===== config.mk =====
export PLATFORM = sky130hd
export DESIGN_NAME = bcd_count_ctrl
export DESIGN_NICKNAME = d
export VERILOG_FILES = /design/src/rtl/bcd_ctrl_pkg.sv /design/src/rtl/bcd_digit.sv /design/src/rtl/bcd_count_ctrl.sv
export SDC_FILE = /design/constraint.sdc
export NUM_CORES = 1
export LEC_CHECK = 0
export ABC_AREA = 1
export CAP_MARGIN = 20
export CORE_ASPECT_RATIO = 1.1
export CORE_MARGIN = 8
export CORE_UTILIZATION = 50
export DETAILED_ROUTE_END_ITERATION = 10
export GPL_TIMING_DRIVEN = 0
export PLACE_DENSITY = 0.91
export REMOVE_ABC_BUFFERS = 1
export SLEW_MARGIN = 20
export SYNTH_ARGS = -nofsm -noshare
export SYNTH_HDL_FRONTEND = slang
export SYNTH_SLANG_ARGS = --single-unit

===== constraint.sdc =====
create_clock -name clk -period 2.2 [get_ports clk]
set_input_delay 0.22 -clock clk [delete_from_list [all_inputs] [get_ports clk]]
set_output_delay 0.22 -clock clk [all_outputs]
set_load 0.03 [all_outputs]

===== src/rtl/bcd_ctrl_pkg.sv =====
// Shared types and constants for the BCD counter controller and its digit cells.
package bcd_ctrl_pkg;

    typedef enum logic [1:0] {
        IDLE  = 2'd0,
        RUN   = 2'd1,
        PAUSE = 2'd2,
        DONE  = 2'd3
    } state_t;

    localparam logic [3:0] BCD_MAX = 4'd9;

    // A preset digit outside 0..9 is forced to 0 so the count always stays valid BCD.
    function automatic logic [3:0] bcd_sanitize(input logic [3:0] d);
        return (d > BCD_MAX) ? 4'd0 : d;
    endfunction

endpackage


===== src/rtl/bcd_digit.sv =====
// One BCD digit register: synchronous load beats increment, and 9 wraps to 0.
module bcd_digit
    import bcd_ctrl_pkg::*;
(
    input  logic       clk,
    input  logic       reset,
    input  logic       en,
    input  logic       ld,
    input  logic [3:0] ld_val,
    output logic [3:0] d,
    output logic       is_nine
);

    // NOTE: state registers use non-blocking assignments so every flop samples pre-edge values.
    always_ff @(posedge clk or negedge reset) begin
        if (!reset) begin
            d <= 4'd0;
        end else if (ld) begin
            d <= ld_val;
        end else if (en) begin
            d <= (d == BCD_MAX) ? 4'd0 : d + 4'd1;
        end
    end

    assign is_nine = (d == BCD_MAX);

endmodule


===== src/rtl/bcd_count_ctrl.sv =====
// Start/stop/clear/load sequencer for a chain of cascaded BCD digits, with prescaler and terminal stop.
module bcd_count_ctrl
    import bcd_ctrl_pkg::*;
#(
    parameter int DIGITS   = 4,
    parameter int PRESCALE = 10
) (
    input  logic                clk,
    input  logic                reset,
    input  logic                start,
    input  logic                stop,
    input  logic                clear,
    input  logic                load,
    input  logic [4*DIGITS-1:0] load_val,
    input  logic [4*DIGITS-1:0] limit,
    output logic [4*DIGITS-1:0] q,
    output logic [DIGITS-1:0]   dig_en,
    output logic                running,
    output logic                done
);

    localparam int            PW      = (PRESCALE > 1) ? $clog2(PRESCALE) : 1;
    localparam logic [PW-1:0] PS_LAST = PW'(PRESCALE - 1);

    state_t              state;
    logic [PW-1:0]       pcnt;
    logic [DIGITS-1:0]   nine;
    logic [4*DIGITS-1:0] q_inc;
    logic [4*DIGITS-1:0] ld_word;
    logic                tick;
    logic                carry;
    logic                load_ok;
    logic                digit_ld;
    logic                hit;

    assign tick     = (state == RUN) && (pcnt == PS_LAST);
    assign load_ok  = load && (state != RUN);
    assign digit_ld = clear || load_ok;
    // Terminal compare looks at the value the digits are about to take, so done aligns with q == limit.
    assign hit      = tick && (limit != '0) && (q_inc == limit);
    assign running  = (state == RUN);

    // NOTE: every always_comb output gets a default first so no path can infer a latch.
    always_comb begin
        dig_en  = '0;
        q_inc   = q;
        ld_word = '0;
        carry   = tick;
        for (int i = 0; i < DIGITS; i++) begin
            dig_en[i] = carry;
            carry     = carry && nine[i];
            if (dig_en[i]) begin
                q_inc[4*i +: 4] = nine[i] ? 4'd0 : q[4*i +: 4] + 4'd1;
            end
            if (!clear) begin
                ld_word[4*i +: 4] = bcd_sanitize(load_val[4*i +: 4]);
            end
        end
    end

    for (genvar g = 0; g < DIGITS; g++) begin : g_digit
        bcd_digit u_digit (
            .clk     (clk),
            .reset   (reset),
            .en      (dig_en[g] && !clear),
            .ld      (digit_ld),
            .ld_val  (ld_word[4*g +: 4]),
            .d       (q[4*g +: 4]),
            .is_nine (nine[g])
        );
    end

    always_ff @(posedge clk or negedge reset) begin
        if (!reset) begin
            state <= IDLE;
            pcnt  <= '0;
            done  <= 1'b0;
        end else begin
            done <= 1'b0;
            if (clear) begin
                state <= IDLE;
                pcnt  <= '0;
            end else if (load_ok) begin
                pcnt <= '0;
                if (state == DONE) state <= PAUSE;
            end else if (state == RUN) begin
                pcnt <= tick ? '0 : pcnt + PW'(1);
                if (hit) begin
                    state <= DONE;
                    done  <= 1'b1;
                end else if (stop) begin
                    state <= PAUSE;
                end
            end else if (start) begin
                state <= RUN;
            end
        end
    end

endmodule

==> metrics.md <==
| Metric | Value |
|---|---|
| Clock skew | `2.90 ps` |
| # diodes | `0` |
| CP max FO | `4` |
| Total via count after detailed routing | `2847` |
| Worst-case headroom to the max-slew limit | `44.0%` |
| Register-to-Register Setup Slack | `-240 ps` |
| Rows | `25` |
| Avg WL per Cell | `16.9 um` |
| Net switching power of the design | `454 uW` |
| Max Cap Viol | `0` |
| Final Routed Wirelength | `8280 um` |
| Achievable Freq | `0.411 GHz` |
| Setup slack after placement | `-163 ps` |
| Internal power summed over all cells | `760 uW` |
| Post-detailed-route count of antenna-violating nets | `0` |
| Die Ht | `86.9 um` |
| Footprint of the multi-input gates | `0.00165 mm^2` |
| Violation count after the first detailed-routing iteration | `250` |
| Horizontal extent of the die | `80.4 um` |
| Reg area | `579 um^2` |
| Final period utilization | `111%` |
| Clock insertion delay at the later pin of the skew report | `270 ps` |
| Static Leak | `1.65 nW` |
| Pin slew with the least headroom to its limit | `837 ps` |
| Number of synthesized register bits | `23` |
| First-pass detailed-route iteration total | `5` |
| PnR worst setup slack | `-236 ps` |
| Via count of the first global-routing pass | `2649` |
| Post-layout min period | `2440 ps` |
| Failing checks | `negative setup slack` |
| RSZ-0062 raised after global routing | `yes` |
| Worst hold slack | `466 ps` |
| Worst hold path class | `primary input to async pin` |
| Portion of the post-synthesis area used by sequential elements | `25.2%` |
| Required time of the critical path | `2370 ps` |
| Port Buffer Count | `59` |
| Initial Util | `52.5%` |
| Global Route Usage Sum | `19.8%` |
| Type of the worst setup path | `register to register` |
| Overall power | `1.21 mW` |
| Clock network fraction of design power | `23.2%` |
| Growth of design area from synthesis to finish | `47.4%` |
| Distinct cell type count after synthesis | `34` |
| Synthesized area | `0.00228 mm^2` |
| Number of synthesis warnings | `0` |
| CP Launch Type | `register` |
| Placed wire-length estimate | `5210 um` |
| Utilization after layout | `77.4%` |
| Logic gate share of total power | `37.2%` |
| Post-CTS clock slew at the launch and capture registers of the worst setup and hold paths | `90 ps` |
| CTS H-tree lvls | `1` |
| Number of sinks on the clock net | `23` |
| Global-route wire length before repair | `11400 um` |
| Placer Congestion | `0.883` |
| R2r endpoint | `state[0]$_DFFE_PN0P_` |
| Number of placed instances with taps included | `458` |
| Max Slew Vio Count | `0` |
| Crit path arrival time | `2610 ps` |
| Fraction of power consumed by sequential logic | `39.5%` |
| Endpoints failing setup | `3` |
| Gate count of the mapped netlist | `350` |
| Post-Syn Area per Cell | `6.52 um^2` |
| Die ar. | `0.00698 mm^2` |
| Fraction of power spent switching nets | `37.4%` |
| Number of endpoints with negative hold slack in the final report | `0` |
| Outcome | `finished, violations left` |
| Detailed-route DRC error count | `0` |
| Non-filler cells, final | `489` |
| Largest net degree at the start of global routing | `24` |
| Area inside the core boundary | `0.00435 mm^2` |
| Cell chosen for the clock root | `sky130_fd_sc_hd__clkbuf_8` |
| CP endpoint kind | `register` |
| Share of layout cells above drive strength 1 | `25.7%` |
| Count of fill cells added during filler insertion | `303` |
| Initial antenna violation count | `0` |
| R2R Path Start | `pcnt[1]$_DFFE_PN0P_` |
| Worst reg2reg path depth | `18` |
| Final Net Count | `484` |
| Power density normalized to cell area | `361 mW/mm^2` |
| Remaining Overflow, GRT | `0` |
| Number of buffers created by CTS | `3` |
| Buffer depth of the longest clock path | `2` |
| I/O pin count | `60` |
| Max IR drop VDD | `0.000341 V` |
| Vias per Instance | `5.82` |
| Clock tree from TritonCTS | `done` |
-- synthesized netlist by cell type (all sizes together) --
library cell  number  share of area [%]
a21oi              9                2.0
a31o               1               0.38
and3               1               0.27
buf                3                1.4
clkbuf             2               0.33
dfrtp             23                 25
ha                10                5.5
inv               54                9.0
nand2            108                 19
nand3             57                 15
nand3b             1               0.33
nand4              9                3.1
nor2              39                8.9
nor3               3               0.66
nor3b              3               0.99
o21ai             16                3.8
o32ai              1               0.38
o41ai              4                1.5
or2                1               0.27
xnor2              2               0.77
xor2               3                1.2
-- cells by family after synthesis --
family,synth area share [%]
AOI/OAI and AO/OA,8.11
and+or+nand+nor,48.6
DFF,25.2
adders and majority gates,5.48
buffers and inverters,10.7
xor gates and xnor gates,1.92
-- critical path, stage by stage (launching register included) --
cell and delay (ps):
sky130_fd_sc_hd__dfrtp_1 410, sky130_fd_sc_hd__inv_2 90, sky130_fd_sc_hd__ha_4 140, sky130_fd_sc_hd__nand3_4 100, sky130_fd_sc_hd__buf_12 150, sky130_fd_sc_hd__nor2_4 140
sky130_fd_sc_hd__buf_4 150, sky130_fd_sc_hd__nand3_1 90, sky130_fd_sc_hd__a21oi_1 290, sky130_fd_sc_hd__nor2_2 90, sky130_fd_sc_hd__nand2_1 90, sky130_fd_sc_hd__nor2_2 50
sky130_fd_sc_hd__nand3_2 100, sky130_fd_sc_hd__nor2_4 40, sky130_fd_sc_hd__buf_4 120, sky130_fd_sc_hd__nand3_1 90, sky130_fd_sc_hd__nand2_1 70, sky130_fd_sc_hd__nand2_1 70
sky130_fd_sc_hd__nand2_1 50
-- worst max-delay path by stage --
stage / startpoint / to / cells past startpoint
after CTS: pcnt[1]$_DFFE_PN0P_ / state[1]$_DFFE_PN0P_ / 17
after floorplan: g_digit[1].u_digit.d[0]$_DFFE_PN0P_ / state[0]$_DFFE_PN0P_ / 16
after global placement: pcnt[1]$_DFFE_PN0P_ / state[1]$_DFFE_PN0P_ / 17
final: pcnt[1]$_DFFE_PN0P_ / state[0]$_DFFE_PN0P_ / 18
after global routing: pcnt[1]$_DFFE_PN0P_ / state[0]$_DFFE_PN0P_ / 18
after detailed placement: pcnt[1]$_DFFE_PN0P_ / state[1]$_DFFE_PN0P_ / 17
-- routing by layer --
layer	global-route usage, %	share of wire, %	vias up
li1	-	-	1302
met1	21.8	36	1285
met2	35.5	49	201
met3	4.03	8.8	59
met4	8.28	5.7	0
met5	0	0	-
-- what timing repair did --
action / CTS / global route
pin swaps: 9 / 27
endpoints found under the setup margin: 7 / 15
cloned: 1 / 0
hold endpoints to repair: 0 / 23
buffers inserted: 9 / 16
gates resized for setup: 20 / 45
hold buffers: 0 / 1
-- power by group through the flow --
stage	Sequential, mW	Combinational [mW]	Clock [mW]
floorplan	0.511	0.181	0
global placement	0.484	0.367	0
detailed placement	0.485	0.378	0
CTS	0.476	0.397	0.272
global route	0.482	0.487	0.298
finish	0.480	0.452	0.282
-- final cells by class --
class,instances,area share [%]
clock buffers,3,1.23
flip-flops and latches,23,17.2
clock inverters,1,0.149
repair buffers,85,23.9
inverters,54,6.32
well taps,54,2.01
multi-input cells,269,49.1
-- sequential cells by signal, indices dropped and copies added (netlist names) --
signal             count
state                  2
g_digit.u_digit.d     16
done                   1
pcnt                   4
-- cells in the final DEF (no fill, tap or decap), drive strengths merged, types with 9 or more instances in the layout --
cell           netlist  final
dfrtp               23     23
nor2                39     40
nand3               57     57
o21ai               16     16
inv                 54     54
nand2              108    108
a21oi                9      9
nand4                9      9
clkdlybuf4s50        0     54
ha                  10     10
buf                  3     26
-- metrics by stage --
step	TNS, ps	cell area (um^2)
floorplan	-229	2240
global placement	-206	2900
detailed placement	-509	2900
CTS	-24.3	3090
global route	-1080	3360
finish	-566	3360
Power figures use the tool's default switching activity.
